**src/rtl/day_name_scroller.sv**
```systemverilog
// day_name_scroller: steps a day register and scans up to three letters of its name onto a 7-segment bus
module day_name_scroller #(
    parameter int DWELL      = 50_000_000,
    parameter int SCAN_DIV   = 50_000,
    parameter int NUM_DIGITS = 3
) (
    input  logic                  clk,
    input  logic                  rst_n,
    input  logic                  en,
    input  logic                  dir,
    input  logic                  load,
    input  logic [2:0]            load_day,
    output logic [6:0]            seg,
    output logic [NUM_DIGITS-1:0] digit_sel,
    output logic [2:0]            day,
    output logic                  day_tick
);
    localparam int DW = DWELL > 1 ? $clog2(DWELL) : 1;
    localparam int SW = SCAN_DIV > 1 ? $clog2(SCAN_DIV) : 1;
    localparam int IW = NUM_DIGITS > 1 ? $clog2(NUM_DIGITS) : 1;

    typedef enum logic [3:0] {
        L_A, L_D, L_E, L_F, L_H, L_I, L_M,
        L_N, L_O, L_R, L_S, L_T, L_U, L_W, L_BLANK
    } letter_t;

    logic [DW-1:0]         dwell_cnt, dwell_n;
    logic [SW-1:0]         scan_cnt, scan_cnt_n;
    logic [IW-1:0]         scan_idx, scan_idx_n;
    logic [2:0]            day_n, step_day, ld;
    logic                  term, adv, scan_wrap;
    logic [6:0]            seg_n;
    logic [NUM_DIGITS-1:0] sel_n;
    logic                  tick_n;

    function automatic letter_t letter_at(input logic [2:0] d, input logic [1:0] i);
        letter_t l0, l1, l2;
        case (d)
            3'd0:    begin l0 = L_M; l1 = L_O; l2 = L_N; end
            3'd1:    begin l0 = L_T; l1 = L_U; l2 = L_E; end
            3'd2:    begin l0 = L_W; l1 = L_E; l2 = L_D; end
            3'd3:    begin l0 = L_T; l1 = L_H; l2 = L_U; end
            3'd4:    begin l0 = L_F; l1 = L_R; l2 = L_I; end
            3'd5:    begin l0 = L_S; l1 = L_A; l2 = L_T; end
            3'd6:    begin l0 = L_S; l1 = L_U; l2 = L_N; end
            default: begin l0 = L_BLANK; l1 = L_BLANK; l2 = L_BLANK; end
        endcase
        return i == 2'd0 ? l0 : i == 2'd1 ? l1 : l2;
    endfunction

    function automatic logic [6:0] glyph(input letter_t l);
        case (l)
            L_A:     return 7'b1110111;
            L_D:     return 7'b0111101;
            L_E:     return 7'b1001111;
            L_F:     return 7'b1000111;
            L_H:     return 7'b0110111;
            L_I:     return 7'b0110000;
            L_M:     return 7'b1110110;
            L_N:     return 7'b0010101;
            L_O:     return 7'b1111110;
            L_R:     return 7'b0000101;
            L_S:     return 7'b1011011;
            L_T:     return 7'b0001111;
            L_U:     return 7'b0111110;
            L_W:     return 7'b0111111;
            default: return 7'b0000000;
        endcase
    endfunction

    // next day, dwell and scan position; load beats the terminal-count advance
    always_comb begin
        ld         = load_day == 3'd7 ? 3'd0 : load_day;
        term       = en && dwell_cnt == DW'(DWELL - 1);
        adv        = term && !load;
        step_day   = dir ? (day == 3'd0 ? 3'd6 : day - 3'd1) : (day == 3'd6 ? 3'd0 : day + 3'd1);
        day_n      = load ? ld : adv ? step_day : day;
        dwell_n    = load || term ? '0 : en ? dwell_cnt + DW'(1) : dwell_cnt;
        scan_wrap  = scan_cnt == SW'(SCAN_DIV - 1);
        scan_cnt_n = scan_wrap ? '0 : scan_cnt + SW'(1);
        scan_idx_n = !scan_wrap ? scan_idx : scan_idx == IW'(NUM_DIGITS - 1) ? '0 : scan_idx + IW'(1);
    end

    // output values derived from next state so every output lands on the same edge as its state
    always_comb begin
        seg_n  = glyph(letter_at(day_n, 2'(scan_idx_n)));
        sel_n  = NUM_DIGITS'(1) << scan_idx_n;
        tick_n = adv;
    end

    // state and output registers with synchronous active-low reset
    always_ff @(posedge clk) begin
        if (!rst_n) begin
            day       <= 3'd0;
            dwell_cnt <= '0;
            scan_cnt  <= '0;
            scan_idx  <= '0;
            digit_sel <= NUM_DIGITS'(1);
            seg       <= glyph(L_M);
            day_tick  <= 1'b0;
        end else begin
            day       <= day_n;
            dwell_cnt <= dwell_n;
            scan_cnt  <= scan_cnt_n;
            scan_idx  <= scan_idx_n;
            digit_sel <= sel_n;
            seg       <= seg_n;
            day_tick  <= tick_n;
        end
    end
endmodule

```
**config.mk**
```make
export PLATFORM = sky130hd
export DESIGN_NAME = day_name_scroller
export DESIGN_NICKNAME = d
export VERILOG_FILES = /design/src/rtl/day_name_scroller.sv
export SDC_FILE = /design/constraint.sdc
export NUM_CORES = 1
export LEC_CHECK = 0
export CORE_UTILIZATION = 55
export DETAILED_ROUTE_END_ITERATION = 6
export DONT_BUFFER_PORTS = 1
export GPL_ROUTABILITY_DRIVEN = 0
export PLACE_DENSITY = 0.7
export SYNTH_ARGS = -nofsm -noshare
export SYNTH_HDL_FRONTEND = slang
export SYNTH_SLANG_ARGS = --single-unit
export TNS_END_PERCENT = 10
```
**constraint.sdc**
```tcl
create_clock -name clk -period 9.09 [get_ports clk]
set_input_delay 1.818 -clock clk [delete_from_list [all_inputs] [get_ports clk]]
set_output_delay 1.818 -clock clk [all_outputs]
set_load 0.01 [all_outputs]
```
==> results of run 1 <==
==> worst max-delay path, cell delays in order <==
cell       delay [ns]
nand4_2          0.12
or4_4            0.59
a2111oi_1        0.50
a311o_1          0.42
nor2_1           0.15
a311o_1          0.37
a221oi_4         0.36
inv_1            0.18
ha_1             0.23
nand2b_1         0.14
a21oi_1          0.17
a311oi_1         0.06
==> through the flow <==
step,utilization,worst slack (ns),cells
final,0.626,4.18,466
after global routing,0.626,3.85,466
after CTS,0.626,4.25,466
after detailed placement,0.581,3.90,450
after global placement,0.581,4.02,450
after floorplan,-,4.24,395
==> state kept, by name (all words and copies together) (netlist names) <==
signal and flops:
dwell_cnt 26, scan_cnt 16, seg 7, day 3, digit_sel 3, scan_idx 2
day_tick 1
==> cell type report <==
class / instances / area share
clock buffers: 10 / 0.0395
clock inverters: 6 / 0.0326
inverters: 12 / 0.0129
multi-input cells: 307 / 0.554
flip-flops and latches: 58 / 0.333
well taps: 72 / 0.0258
repair buffers: 1 / 0.00215
==> per-layer routing <==
metal | vias up | wire length, µm | GRT usage
met5 | - | 0 | 0
met3 | 11 | 265 | 0.0535
li1 | 1386 | - | -
met2 | 54 | 3040 | 0.390
met1 | 1269 | 3060 | 0.289
met4 | 0 | 109 | 0.124
==> cell usage after synthesis (all sizes together), types with 3 or more instances <==
cell / instances / share of area
a211oi: 3 / 0.010
a21oi: 18 / 0.028
and2: 3 / 0.0058
and3: 12 / 0.023
and4: 4 / 0.011
buf: 6 / 0.012
clkbuf: 12 / 0.014
dfxtp: 58 / 0.36
ha: 14 / 0.054
inv: 10 / 0.012
mux2i: 3 / 0.0093
nand2: 39 / 0.045
nand3: 16 / 0.026
nand4: 15 / 0.031
nor2: 68 / 0.079
nor2b: 3 / 0.0058
nor3: 8 / 0.012
nor4: 3 / 0.0058
o211ai: 7 / 0.016
o21ai: 12 / 0.019
or3: 6 / 0.012
xnor2: 16 / 0.043
xor2: 19 / 0.052
==> power by group <==
| part | leakage, nW | total (mW) | internal (mW) | switching [mW] |
|---|---|---|---|---|
| Combinational | 0.669 | 0.0491 | 0.0181 | 0.0309 |
| Clock | 0.119 | 0.297 | 0.190 | 0.107 |
| Sequential | 0.470 | 0.266 | 0.260 | 0.00570 |
| Total | 1.26 | 0.612 | 0.468 | 0.144 |
==> kinds of logic (layout without fill, tap and decap cells) <==
family	after synthesis	in the layout	synth area share
flops	58	58	0.360
xor+xnor	35	35	0.0951
simple gates	189	189	0.290
compound gates	66	66	0.151
buf+inv	30	29	0.0396
mux	3	3	0.00932
fa+ha+maj	14	14	0.0544
==> how the worst min path moves through the flow <==
stage	start	endpoint	cells after the start
floorplan	scan_cnt[0]	scan_cnt[0]	1
global placement	scan_cnt[0]	scan_cnt[0]	1
detailed placement	scan_cnt[0]	scan_cnt[0]	1
CTS	scan_cnt[0]	scan_cnt[0]	1
global route	scan_cnt[0]	scan_cnt[0]	1
finish	scan_cnt[0]	scan_cnt[0]	1
==> flow_summary_export.csv, run 1 <==
group,metric,value,unit
layout,final_common_cell,"nor2_1",
layout,final_cell_mix,"nor2_1, dfxtp_1, nand2_1",
clock_tree,cts_resized,0,
detailed_routing,drtIter0Drc,267,
clock_tree,cts_setup_buffers,0,
detailed_routing,dr.pass1.iters,4,
clock_tree,clock-root-buffer,"clkbuf_8",
power_and_ir_drop,power.density,175,nW/µm²
yosys,ys.flop_type,"dfxtp_1",
clock_tree,cts_tree,"yes",
critical_path,reg2reg_depth,13,
detailed_routing,wire_per_inst,13.9,µm
layout,nets,411,
detailed_routing,wl,6480,µm
layout,n_fill_cell,495,
critical_path,cp_max_fo,11,
yosys,synth_nets,417,
global_route,antenna_found_initial,0,
layout,drive_above_1_share,0.0635,
yosys,netlist_area,3220,µm²
yosys,synthCells,395,
placement,hpwl,4570,µm
clock_tree,cts_buffers,9,
critical_path,ff2ff_setup_slack,5.02,ns
timing,max_freq,204,MHz
die,dieArea,6170,µm²
yosys,postSynth.asyncResetShare,0,
critical_path,endpoint,"seg[0]",
die,rows,27,
layout,ff_latch_area,1160,µm²
timing,setup_violations,0,
yosys,yosysUniqueCellTypes,64,
run,cap_viol_max_count,0,
die,initial_core_util,0.578,
clock_tree,htreeDepth,3,
layout,area_delta_synth_final,8.27,%
global_route,grt_max_degree,27,
detailed_routing,routed_via_density,5.84,
critical_path,critPathRequiredTime,9.28,ns
timing,rsz0062_at_grt,"no",
timing,slew_violations,0,
critical_path,r2r-start,"dwell_cnt[0]",
placement,port_buffers,0,
power_and_ir_drop,fin_total_pwr,612,µW
power_and_ir_drop,static-leakage-power,1.26,nW
critical_path,critPathKind,"primary input to flip-flop",
power_and_ir_drop,ir_worst_vdd,0.106,mV
timing,hold_viol_final,0,
global_route,grt_pass1_wl,11600,µm
global_route,grt_pass1_vias,2589,
global_route,grt_overflow,0,
timing,tns,0,ns
layout,diodes,0,
yosys,synth_area_per_cell,8.16,µm²
die,dieWidth,78.5,µm
critical_path,cp-end-kind,"flip-flop",
clock_tree,clockBufferDepth,2,
status,status,"completed",
timing,worst_slew_pin_slew,0.958,ns
die,ios,22,
detailed_routing,drc,0,
yosys,seq_area_frac_synth,0.360,
timing,slew_headroom,0.359,
clock_tree,clkLatencyLatePin,0.34,ns
clock_tree,clkTransAtPathRegs,0.07,ns
critical_path,critPathLaunch,"en",
die,fp.dieH,78.5,µm
timing,fin_crit_sh,0.540,
layout,postLayoutCellArea,3490,µm²
yosys,synth_seq_cells,58,
die,core,5570,µm²
clock_tree,clock-sinks,58,
yosys,synth_edf_count,0,
critical_path,rr_endpoint,"seg[0]",
detailed_routing,num_vias,2720,
clock_tree,cts_hold_buf,0,
timing,hold_slack,0.447,ns
layout,multiInputGateArea,1930,µm²
timing,skew,0.00595,ns
yosys,ys_warn_count,0,
detailed_routing,postRouteAntennaNets,0,
placement,placed_area,3240,µm²
global_route,track_usage,0.238,
critical_path,startpoint_type,"primary input",
hold_path,hp-class,"flip-flop to flip-flop",
critical_path,arrival,5.10,ns
timing,fin_crit,4.91,ns
Power figures use the tool's default switching activity.
==> inputs of run 2 (changes only) <==
clock period = 4.6 ns   (was 9.09 ns; I/O delays follow)
==> run 2 against run 1 <==
Effect of this change: final area down 0.57%; first-iteration DRC count up 7.5%; sequential share of layout area up 0.19 points; count of clock-buffer cells in the layout unchanged; core utilization down 0.36 points; hold slack worse by 0.0012 ns; non-clock buffer count up 2; clock power up 76%; register-to-register slack worse by 4.5 ns; power up 87%; via count about the same; clock skew up 0.0038 ns.
==> flow_summary_export.csv, run 2 (synthesis results as in run 1) <==
group,metric,value,unit
status,status,"completed",
timing,worst_slew_pin_slew,0.965,ns
clock_tree,clkLatencyLatePin,0.35,ns
placement,hpwl,4630,µm
global_route,grt_overflow,0,
critical_path,cp-end-kind,"flip-flop",
detailed_routing,dr.pass1.iters,4,
layout,final_common_cell,"nor2_1",
clock_tree,htreeDepth,3,
run,cap_viol_max_count,0,
global_route,grt_pass1_wl,11500,µm
timing,slew_violations,0,
timing,tns,0,ns
clock_tree,cts_buffers,9,
timing,hold_slack,0.446,ns
die,dieArea,6170,µm²
timing,setup_violations,0,
layout,final_cell_mix,"nor2_1, dfxtp_1, nand2_1",
critical_path,startpoint_type,"flip-flop",
clock_tree,clkTransAtPathRegs,0.07,ns
global_route,track_usage,0.240,
detailed_routing,drtIter0Drc,287,
timing,fin_crit,4.09,ns
critical_path,critPathKind,"flip-flop to flip-flop",
global_route,grt_pass1_vias,2575,
critical_path,cp_max_fo,11,
die,dieWidth,78.5,µm
detailed_routing,drc,0,
layout,regMostFlops,"dwell_cnt",
layout,area_delta_synth_final,7.65,%
power_and_ir_drop,ir_worst_vdd,0.234,mV
timing,skew,0.00972,ns
clock_tree,cts_hold_buf,0,
timing,fin_crit_sh,0.889,
layout,drive_above_1_share,0.0658,
clock_tree,cts_tree,"yes",
detailed_routing,routed_via_density,5.83,
global_route,grt_max_degree,27,
die,initial_core_util,0.578,
timing,rsz0062_at_grt,"no",
placement,port_buffers,0,
power_and_ir_drop,static-leakage-power,1.26,nW
clock_tree,clock-sinks,58,
clock_tree,clockBufferDepth,2,
power_and_ir_drop,power.density,331,nW/µm²
detailed_routing,num_vias,2721,
timing,slew_headroom,0.355,
hold_path,hp-class,"flip-flop to flip-flop",
layout,top_regs,"dwell_cnt x26, scan_cnt x16, seg x7",
layout,nets,413,
layout,largest_reg_flops,26,
critical_path,arrival,4.29,ns
die,core,5570,µm²
critical_path,critPathRequiredTime,4.80,ns
clock_tree,cts_setup_buffers,0,
clock_tree,clock-root-buffer,"clkbuf_8",
timing,hold_viol_final,0,
clock_tree,cts_resized,0,
detailed_routing,wl,6600,µm
layout,diodes,0,
die,ios,22,
die,rows,27,
die,fp.dieH,78.5,µm
layout,n_fill_cell,520,
global_route,antenna_found_initial,0,
timing,max_freq,244,MHz
detailed_routing,wire_per_inst,14.1,µm
detailed_routing,postRouteAntennaNets,0,
[run 2: layout make-up]
class	instances	area, µm²	share of cell area
inverters	12	45.0	0.0130
clock inverters	5	78.8	0.0227
multi-input cells	307	1930	0.557
repair buffers	3	22.5	0.00649
flip-flops and latches	58	1160	0.335
clock buffers	10	138	0.0397
well taps	72	90.1	0.0260
[run 2: metrics by stage]
| stage | setup WS, ns | instances | util | total power [mW] | cell area [µm²] |
|---|---|---|---|---|---|
| after CTS | 0.545 | 467 | 0.622 | 1.16 | 3470 |
| after floorplan | 0.653 | 395 | - | 0.619 | 3220 |
| after detailed placement | 0.298 | 452 | 0.583 | 0.636 | 3250 |
| after global placement | 0.433 | 452 | 0.583 | 0.634 | 3250 |
| after global routing | 0.182 | 467 | 0.622 | 1.19 | 3470 |
| final | 0.510 | 467 | 0.622 | 1.15 | 3470 |
[run 2: power breakdown]
part	total [mW]	switching, mW	internal (mW)
sequential	0.526	0.0114	0.514
clock	0.522	0.206	0.315
combinational	0.0992	0.0611	0.0381
[run 2: worst max-delay path, cell delays in order, from the launching register on]
cell and delay, ns:
dfxtp_1 0.37, ha_1 0.21, nand4_2 0.19, or4_4 0.61, a2111oi_1 0.52, a311o_1 0.45
nor2_1 0.15, a311o_1 0.37, a221oi_4 0.35, inv_1 0.17, ha_1 0.22, nand2b_1 0.13
a21oi_1 0.16, a311oi_1 0.06
[run 2: layer usage]
metal  routed length, µm  track usage  vias to the layer above
li1                    -            -                     1394
met1                3070        0.297                     1249
met2                3050        0.375                       67
met3                 366       0.0721                       11
met4                 121        0.117                        0
met5                   0            0                        -
[run 2: final timing paths]
path / endpoint / cells after the start / startpoint / slack (ns)
min reg2reg: scan_cnt[0] / 1 / scan_cnt[0] / 0.45
max reg2reg: seg[0] / 13 / dwell_cnt[0] / 0.51
max: seg[0] / 13 / dwell_cnt[0] / 0.51
min: scan_cnt[0] / 1 / scan_cnt[0] / 0.45
